File: src/rtl/iiitb_piso_stream_if.sv
// Handshake bundle for the PISO stream serialiser.
// The slave modport is the serialiser; the master modport is the source/sink side.
interface iiitb_piso_stream_if #(
  parameter int unsigned WIDTH = 8
) ();
  logic             in_valid;
  logic [WIDTH-1:0] in_data;
  logic             in_ready;
  logic             ser_ready;
  logic             ser_out;
  logic             ser_valid;
  logic             frame_start;
  logic             frame_end;

  modport slave (
    input  in_valid,
    input  in_data,
    input  ser_ready,
    output in_ready,
    output ser_out,
    output ser_valid,
    output frame_start,
    output frame_end
  );

  modport master (
    output in_valid,
    output in_data,
    output ser_ready,
    input  in_ready,
    input  ser_out,
    input  ser_valid,
    input  frame_start,
    input  frame_end
  );
endinterface

File: src/rtl/iiitb_piso_stream.sv
// Parallel-in/serial-out shifter with valid/ready on both sides and frame flags.
// Define PISO_PARITY_EN to append an even-parity bit to every frame.
module iiitb_piso_stream #(
  parameter int unsigned WIDTH      = 8,
  parameter bit          LSB_FIRST  = 1'b1,
  parameter logic        IDLE_LEVEL = 1'b1
) (
  input logic              wb_clk_i,
  input logic              wb_rst_i,
  iiitb_piso_stream_if.slave bus
);

  localparam int unsigned IW = $clog2(WIDTH + 1);
  localparam logic [IW-1:0] LAST_IDX = IW'(WIDTH - 1);

`ifdef PISO_PARITY_EN
  localparam bit HAS_PARITY = 1'b1;
  typedef enum logic [1:0] {
    S_IDLE   = 2'd0,
    S_DATA   = 2'd1,
    S_PARITY = 2'd2
  } state_e;
`else
  localparam bit HAS_PARITY = 1'b0;
  typedef enum logic {
    S_IDLE = 1'b0,
    S_DATA = 1'b1
  } state_e;
`endif

  state_e           state_q, state_d;
  logic [IW-1:0]    idx_q, idx_d;
  logic [WIDTH-1:0] sreg_q, sreg_d;
  logic             out_q, out_d;
  logic             valid_q, valid_d;
  logic             fs_q, fs_d;
  logic             fe_q, fe_d;
`ifdef PISO_PARITY_EN
  logic             par_q, par_d;
`endif

  logic             transfer;
  logic             last_bit;
  logic             in_ready;
  logic             accept;
  logic             first_bit;
  logic             next_bit;
  logic [WIDTH-1:0] load_sreg;
  logic [WIDTH-1:0] shift_sreg;
  logic [IW-1:0]    idx_inc;

  // sreg holds only the bits not yet on ser_out, so the next bit sits at the shift end
  always_comb begin
    first_bit  = 1'b0;
    next_bit   = 1'b0;
    load_sreg  = '0;
    shift_sreg = '0;
    if (LSB_FIRST) begin
      first_bit  = bus.in_data[0];
      load_sreg  = {IDLE_LEVEL, bus.in_data[WIDTH-1:1]};
      next_bit   = sreg_q[0];
      shift_sreg = {IDLE_LEVEL, sreg_q[WIDTH-1:1]};
    end else begin
      first_bit  = bus.in_data[WIDTH-1];
      load_sreg  = {bus.in_data[WIDTH-2:0], IDLE_LEVEL};
      next_bit   = sreg_q[WIDTH-1];
      shift_sreg = {sreg_q[WIDTH-2:0], IDLE_LEVEL};
    end
  end

  assign idx_inc  = idx_q + 1'b1;
  assign transfer = valid_q && bus.ser_ready;

`ifdef PISO_PARITY_EN
  assign last_bit = (state_q == S_PARITY);
`else
  assign last_bit = (state_q == S_DATA) && (idx_q == LAST_IDX);
`endif

  assign in_ready = !wb_rst_i &&
                    ((state_q == S_IDLE) || (transfer && last_bit));
  assign accept   = bus.in_valid && in_ready;

  always_comb begin
    state_d = state_q;
    idx_d   = idx_q;
    sreg_d  = sreg_q;
    out_d   = out_q;
    valid_d = valid_q;
    fs_d    = fs_q;
    fe_d    = fe_q;
`ifdef PISO_PARITY_EN
    par_d   = par_q;
`endif
    if (accept) begin
      state_d = S_DATA;
      idx_d   = '0;
      sreg_d  = load_sreg;
      out_d   = first_bit;
      valid_d = 1'b1;
      fs_d    = 1'b1;
      fe_d    = 1'b0;
`ifdef PISO_PARITY_EN
      par_d   = ^bus.in_data;
`endif
    end else if (transfer && last_bit) begin
      state_d = S_IDLE;
      idx_d   = '0;
      sreg_d  = {WIDTH{IDLE_LEVEL}};
      out_d   = IDLE_LEVEL;
      valid_d = 1'b0;
      fs_d    = 1'b0;
      fe_d    = 1'b0;
    end else if (transfer) begin
      idx_d = idx_inc;
      fs_d  = 1'b0;
`ifdef PISO_PARITY_EN
      if (idx_q == LAST_IDX) begin
        state_d = S_PARITY;
        out_d   = par_q;
        fe_d    = 1'b1;
      end else begin
        sreg_d = shift_sreg;
        out_d  = next_bit;
        fe_d   = 1'b0;
      end
`else
      sreg_d = shift_sreg;
      out_d  = next_bit;
      fe_d   = !HAS_PARITY && (idx_inc == LAST_IDX);
`endif
    end
  end

  always_ff @(posedge wb_clk_i) begin
    if (wb_rst_i) begin
      state_q <= S_IDLE;
      idx_q   <= '0;
      sreg_q  <= {WIDTH{IDLE_LEVEL}};
      out_q   <= IDLE_LEVEL;
      valid_q <= 1'b0;
      fs_q    <= 1'b0;
      fe_q    <= 1'b0;
`ifdef PISO_PARITY_EN
      par_q   <= 1'b0;
`endif
    end else begin
      state_q <= state_d;
      idx_q   <= idx_d;
      sreg_q  <= sreg_d;
      out_q   <= out_d;
      valid_q <= valid_d;
      fs_q    <= fs_d;
      fe_q    <= fe_d;
`ifdef PISO_PARITY_EN
      par_q   <= par_d;
`endif
    end
  end

  assign bus.in_ready    = in_ready;
  assign bus.ser_out     = out_q;
  assign bus.ser_valid   = valid_q;
  assign bus.frame_start = fs_q;
  assign bus.frame_end   = fe_q;

endmodule
File: src/flat_wrapper.sv
// flat-port wrapper written by rule: the top's interface ports become plain ports
module iiitb_piso_stream_flat 
#(
  parameter int unsigned WIDTH      = 8,
  parameter bit          LSB_FIRST  = 1'b1,
  parameter logic        IDLE_LEVEL = 1'b1
)
  (wb_clk_i, wb_rst_i, bus_in_valid, bus_in_data, bus_ser_ready, bus_in_ready, bus_ser_out, bus_ser_valid, bus_frame_start, bus_frame_end);
  iiitb_piso_stream_if #(.WIDTH(WIDTH)) bus_i ();
  input logic wb_clk_i;
  input logic wb_rst_i;
  input wire logic [$bits(bus_i.in_valid)-1:0] bus_in_valid;
  input wire logic [$bits(bus_i.in_data)-1:0] bus_in_data;
  input wire logic [$bits(bus_i.ser_ready)-1:0] bus_ser_ready;
  output wire logic [$bits(bus_i.in_ready)-1:0] bus_in_ready;
  output wire logic [$bits(bus_i.ser_out)-1:0] bus_ser_out;
  output wire logic [$bits(bus_i.ser_valid)-1:0] bus_ser_valid;
  output wire logic [$bits(bus_i.frame_start)-1:0] bus_frame_start;
  output wire logic [$bits(bus_i.frame_end)-1:0] bus_frame_end;
  assign bus_i.in_valid = bus_in_valid;
  assign bus_i.in_data = bus_in_data;
  assign bus_i.ser_ready = bus_ser_ready;
  assign bus_in_ready = bus_i.in_ready;
  assign bus_ser_out = bus_i.ser_out;
  assign bus_ser_valid = bus_i.ser_valid;
  assign bus_frame_start = bus_i.frame_start;
  assign bus_frame_end = bus_i.frame_end;
  iiitb_piso_stream #(.WIDTH(WIDTH), .LSB_FIRST(LSB_FIRST), .IDLE_LEVEL(IDLE_LEVEL)) u_core (.wb_clk_i(wb_clk_i), .wb_rst_i(wb_rst_i), .bus(bus_i));
endmodule
File: config.mk
export PLATFORM = sky130hd
export DESIGN_NAME = iiitb_piso_stream_flat
export DESIGN_NICKNAME = d
export VERILOG_FILES = /design/src/rtl/iiitb_piso_stream_if.sv /design/src/rtl/iiitb_piso_stream.sv /design/src/flat_wrapper.sv
export SDC_FILE = /design/constraint.sdc
export NUM_CORES = 1
export LEC_CHECK = 0
export CORE_UTILIZATION = 50
export DETAILED_ROUTE_END_ITERATION = 7
export HOLD_SLACK_MARGIN = 0.1
export PLACE_DENSITY = 0.8
export SLEW_MARGIN = 20
export SYNTH_ARGS = -nofsm -noshare
export SYNTH_HDL_FRONTEND = slang
export SYNTH_SLANG_ARGS = --single-unit
File: constraint.sdc
create_clock -name wb_clk_i -period 2.35 [get_ports wb_clk_i]
set_clock_uncertainty 0.1 [all_clocks]
set_input_delay 0.47 -clock wb_clk_i [delete_from_list [all_inputs] [get_ports wb_clk_i]]
set_output_delay 0.47 -clock wb_clk_i [all_outputs]
set_load 0.02 [all_outputs]
Word level (Yosys, flattened, before mapping). Cells that the tools add are included.

Output and inout port bits: 5. Input port bits: 12. Register bits: 15. Word-level logic and storage cells: 31.

Mux-type cells: 11. $add $sub $neg: 1. Bitwise gates (word level): 1. Reductions and logical operators: 10. Eq/ne operators: 2.

Operators with widths (number): 7-bit two-way mux (3); 4-bit by 3-bit == test with 1-bit output (second input constant) (2); 1-bit two-way mux (8); 1-bit logical AND (5); 4-bit by 1-bit adder with 4-bit output (second input constant) (1); 3-bit nonzero test (1); 3-bit OR reduction (1); 2-bit nonzero test (1); 1-bit logical NOT (1); 1-bit logical OR (1); 1-bit NOT (1).

Logic depth before layout (Yosys ltp).
Depth in word-level cells: 7. Gate-level depth with buffers: 5.

Least setup slack after synthesis. OpenSTA, ideal clock, no wires.

Kind: register to output. From: register u_core.idx_q[0]. To: output port bus_in_ready. Stages on the path, launching flop included: 4. Required time: 1.780 ns. Setup slack: 0.665 ns. Arrival time: 1.115 ns. Cell sequence: dfxtp_1 -> ha_1 -> nand4b_2 -> a21oi_1.

Longest elaborated chain between the ends: 5.

RTL lines: from (decl) (line iiitb_piso_stream.sv:32) `logic [IW-1:0] idx_q, idx_d;`; from (signal assigned) (line iiitb_piso_stream.sv:149) `idx_q <= idx_d;`; 4-bit by 3-bit == test with 1-bit output (line iiitb_piso_stream.sv:77) `assign last_bit = (state_q == S_DATA) && (idx_q == LAST_IDX);`; 1-bit logical AND (line iiitb_piso_stream.sv:77); 1-bit logical AND (line iiitb_piso_stream.sv:81) `((state_q == S_IDLE) || (transfer && last_bit));`; 1-bit logical OR (line iiitb_piso_stream.sv:81); 1-bit logical AND (line iiitb_piso_stream.sv:80) `assign in_ready = !wb_rst_i &&`; to (decl) (line flat_wrapper.sv:15) `output wire logic [$bits(bus_i.in_ready)-1:0] bus_in_ready;`.

No other way between the ends.

Worst setup path after layout.
From: input port bus_ser_ready. To: output port bus_in_ready.

Longest elaborated chain between the ends: 4.

RTL lines: from (decl) (line flat_wrapper.sv:14) `input wire logic [$bits(bus_i.ser_ready)-1:0] bus_ser_ready;`; 1-bit logical AND (line iiitb_piso_stream.sv:72) `assign transfer = valid_q && bus.ser_ready;`; 1-bit logical AND (line iiitb_piso_stream.sv:81); 1-bit logical OR (line iiitb_piso_stream.sv:81); 1-bit logical AND (line iiitb_piso_stream.sv:80).

No other way between the ends.

==> results.sh <==
export IMPL_ys_seq_area_share_pct=42.2
export IMPL_post_route_util_pct=70.3
export IMPL_clock_tree_root_cell="clkbuf_4"
export IMPL_finalSetupTns_ps=0
export IMPL_cp_slowest_cell="clkdlybuf4s50_1"
export IMPL_fillers=107
export IMPL_synth_nets=88
export IMPL_critPathTopFamily="buffers and inverters"
export IMPL_crit_path_end="bus_in_ready"
export IMPL_synthMuxAreaShare_pct=0
export IMPL_synth_area_leaders="dfxtp_1 42%, a21o_1 8.4%, a2bb2oi_1 7.4%, nand2_1 6.3%, a221oi_4 3.7%"
export IMPL_synthCells=74
export IMPL_cp_buffers_inverters=2
export IMPL_reg2reg_from="u_core.idx_q[0]"
export IMPL_peakVddDrop_mv=0.401
export IMPL_worstPathCellList="clkdlybuf4s50_1 > nand4b_2 > a21oi_1 > dlygate4sd2_1"
export IMPL_synth_seq_cells=15
export IMPL_drv_cap=0
export IMPL_areaGrowthSynthToFinish_pct=30.1
export IMPL_cts_tree="built"
export IMPL_clk_latency_ps=280
export IMPL_period_needed_ps=2180
export IMPL_setup_viol=0
export IMPL_yosys_area_share_simple_pct=15.8
export IMPL_ff2ff_path_depth=6
export IMPL_crit_path_start="bus_ser_ready"
export IMPL_synth_cell_type_count=24
export IMPL_leakage_nw=0.384
export IMPL_grt_usage_pct=22.6
export IMPL_rows=13
export IMPL_drc=0
export IMPL_synthFlopType="dfxtp_1"
export IMPL_cp_start_kind="input port"
export IMPL_antenna_found_initial=0
export IMPL_timing_fmax_mhz=459
export IMPL_period_share_pct=92.7
export IMPL_finalHoldViolations=0
export IMPL_wl_mm=1.42
export IMPL_io_pins=17
export IMPL_worst_path_max_fanout=4
export IMPL_synth_async_sr_flop_share_pct=0
export IMPL_antenna_cells=0
export IMPL_drive_gt1_share_pct=8.42
export IMPL_cp_arrival_ps=1610
export IMPL_synthAdderAreaFrac_pct=3.51
export IMPL_cp_depth=4
export IMPL_cts_clk_slew_worst_paths_ps=90
export IMPL_numCtsBuffers=3
export IMPL_grt_max_degree=13
export IMPL_netlist_top_cells_count="15 x dfxtp_1, 12 x nand2_1, 8 x a21o_1"
export IMPL_drv_slew=0
export IMPL_viasPerCell=5.54
export IMPL_start_util_pct=54.0
export IMPL_first_pass_iters=4
export IMPL_yosysMostFrequentCell="dfxtp_1"
export IMPL_yosysTopAreaCell="dfxtp_1"
export IMPL_cp_required_ps=1780
export IMPL_die_area_um2=1580
export IMPL_clk_path_buf_depth=2
export IMPL_syn_area_per_cell_um2=9.62
export IMPL_die_x_um=39.7
export IMPL_tightest_slew_ps=414
export IMPL_die_h_um=39.7
export IMPL_drtAntennaViolNets=0
export IMPL_drt_iter0_drc=15
export IMPL_critPathMaxStageDelay_ps=520
export IMPL_p_per_area_nw_per_um2=565
export IMPL_rrSetupSlack_ps=500
export IMPL_rsz0062_at_grt="no"
export IMPL_end_kind="output pin"
export IMPL_finalNetCount=110
export IMPL_core_area_um2=1320
export IMPL_syn_area_um2=712
export IMPL_synth_edf_count=0
export IMPL_synth_xor_area_share_pct=6.15
export IMPL_detail_route_wl_per_cell_um=12.9
export IMPL_ys_warn_count=0
export IMPL_synth_top_family_by_area="compound AO/OA/AOI/OAI gates"
export IMPL_place_congestion=0.732
export IMPL_grt_pass1_vias=565
export IMPL_dp_hpwl_mm=1.05
export IMPL_grt_pass1_wl_mm=2.35
export IMPL_slew_headroom_pct=72.4
export IMPL_cts_sinks=15
export IMPL_synth_compound_area_share_pct=30.1
export IMPL_overflow=0
export IMPL_worstSetupPathType="input port to output pin"
export IMPL_numPortBuffers=16
export IMPL_ctsHtreeMaxLevel=1
export IMPL_dr_total_vias=609
export IMPL_min_path_type="flop to flop"
export IMPL_outcome="complete, no violations"
export IMPL_r2r_end="u_core.sreg_q[1]"
export IMPL_synth_top_cell_area_share_pct=42.2
-- cell type report --
type                       count  area, um2  area share (%)
tap                           15       18.8            2.03
clock buffer                   4       26.3            2.84
inverter                       3       11.3            1.22
multi-input combinational     55        395            42.7
sequential                    15        300            32.4
timing repair buffer          18        174            18.8
-- how the worst min path moves through the flow --
stage	start	endpoint	slack [ps]	cells past startpoint
after floorplan	u_core.sreg_q[0]	u_core.sreg_q[0]	330	1
after global placement	u_core.bus.ser_out	u_core.bus.ser_out	320	2
after detailed placement	u_core.bus.ser_out	u_core.bus.ser_out	330	2
after CTS	u_core.bus.ser_out	u_core.bus.ser_out	340	2
after global routing	u_core.bus.ser_out	u_core.bus.ser_out	380	2
final	u_core.bus.ser_out	u_core.bus.ser_out	340	2
-- state kept, by name, summed over array words and instances (netlist names) --
signal and cells:
u_core.bus.ser_out 1, u_core.bus.ser_valid 1, u_core.idx_q 4, u_core.bus.frame_end 1, u_core.sreg_q 7, u_core.bus.frame_start 1
-- power breakdown --
group          internal [mW]  switching [mW]  total (mW)  leakage (nW)
combinational         0.0529          0.0427      0.0956         0.245
clock                 0.0658          0.0814       0.147        0.0150
sequential             0.270          0.0108       0.281         0.123
total                  0.389           0.135       0.524         0.384
-- per-stage QoR --
step,cell area [um2],total power [mW],worst slack (ps),hold slack [ps],std cells
CTS,926,0.529,169,344,110
detailed placement,901,0.383,-105,334,106
floorplan,712,0.340,665,326,74
finish,926,0.524,172,340,110
global placement,901,0.380,-105,325,106
global route,926,0.552,67.9,384,110
-- cells by family after synthesis --
group | Yosys count
simple gates | 24
flops | 15
xor+xnor | 5
fa+ha+maj | 2
buf+inv | 4
compound gates | 24
-- what timing repair did --
item / 4_1_cts / 5_1_grt
endpoints found under the hold margin: 0 / 0
buffers inserted: 0 / 0
resized for setup: 1 / 0
endpoints found under the setup margin: 1 / 0
hold buffers: 0 / 0
-- placed cells by master, fill, tap and decap left out, drive strengths merged, types with 2 or more instances in the layout --
master / n
xor2: 2
xnor2: 3
a2bb2oi: 6
a21o: 8
inv: 3
nor2: 6
ha: 2
dfxtp: 15
buf: 2
clkdlybuf4s50: 15
clkbuf: 4
a21oi: 3
nand2: 12
-- layer usage --
metal | track usage (%) | part of all wire [%] | vias up
li1 | - | - | 312
met1 | 26.4 | 46 | 283
met2 | 39.8 | 50 | 12
met3 | 3.41 | 2.5 | 2
met4 | 10.3 | 0.99 | 0
met5 | 0 | 0 | -
-- worst reg2reg max path: cells and delay by family (launching register included) --
kind / cells / cell delay (ps)
flops: 1 / 410
compound gates: 3 / 690
buf+inv: 1 / 160
fa+ha+maj: 1 / 260
simple gates: 1 / 140
Note: power is estimated with default switching activity, not from simulation.
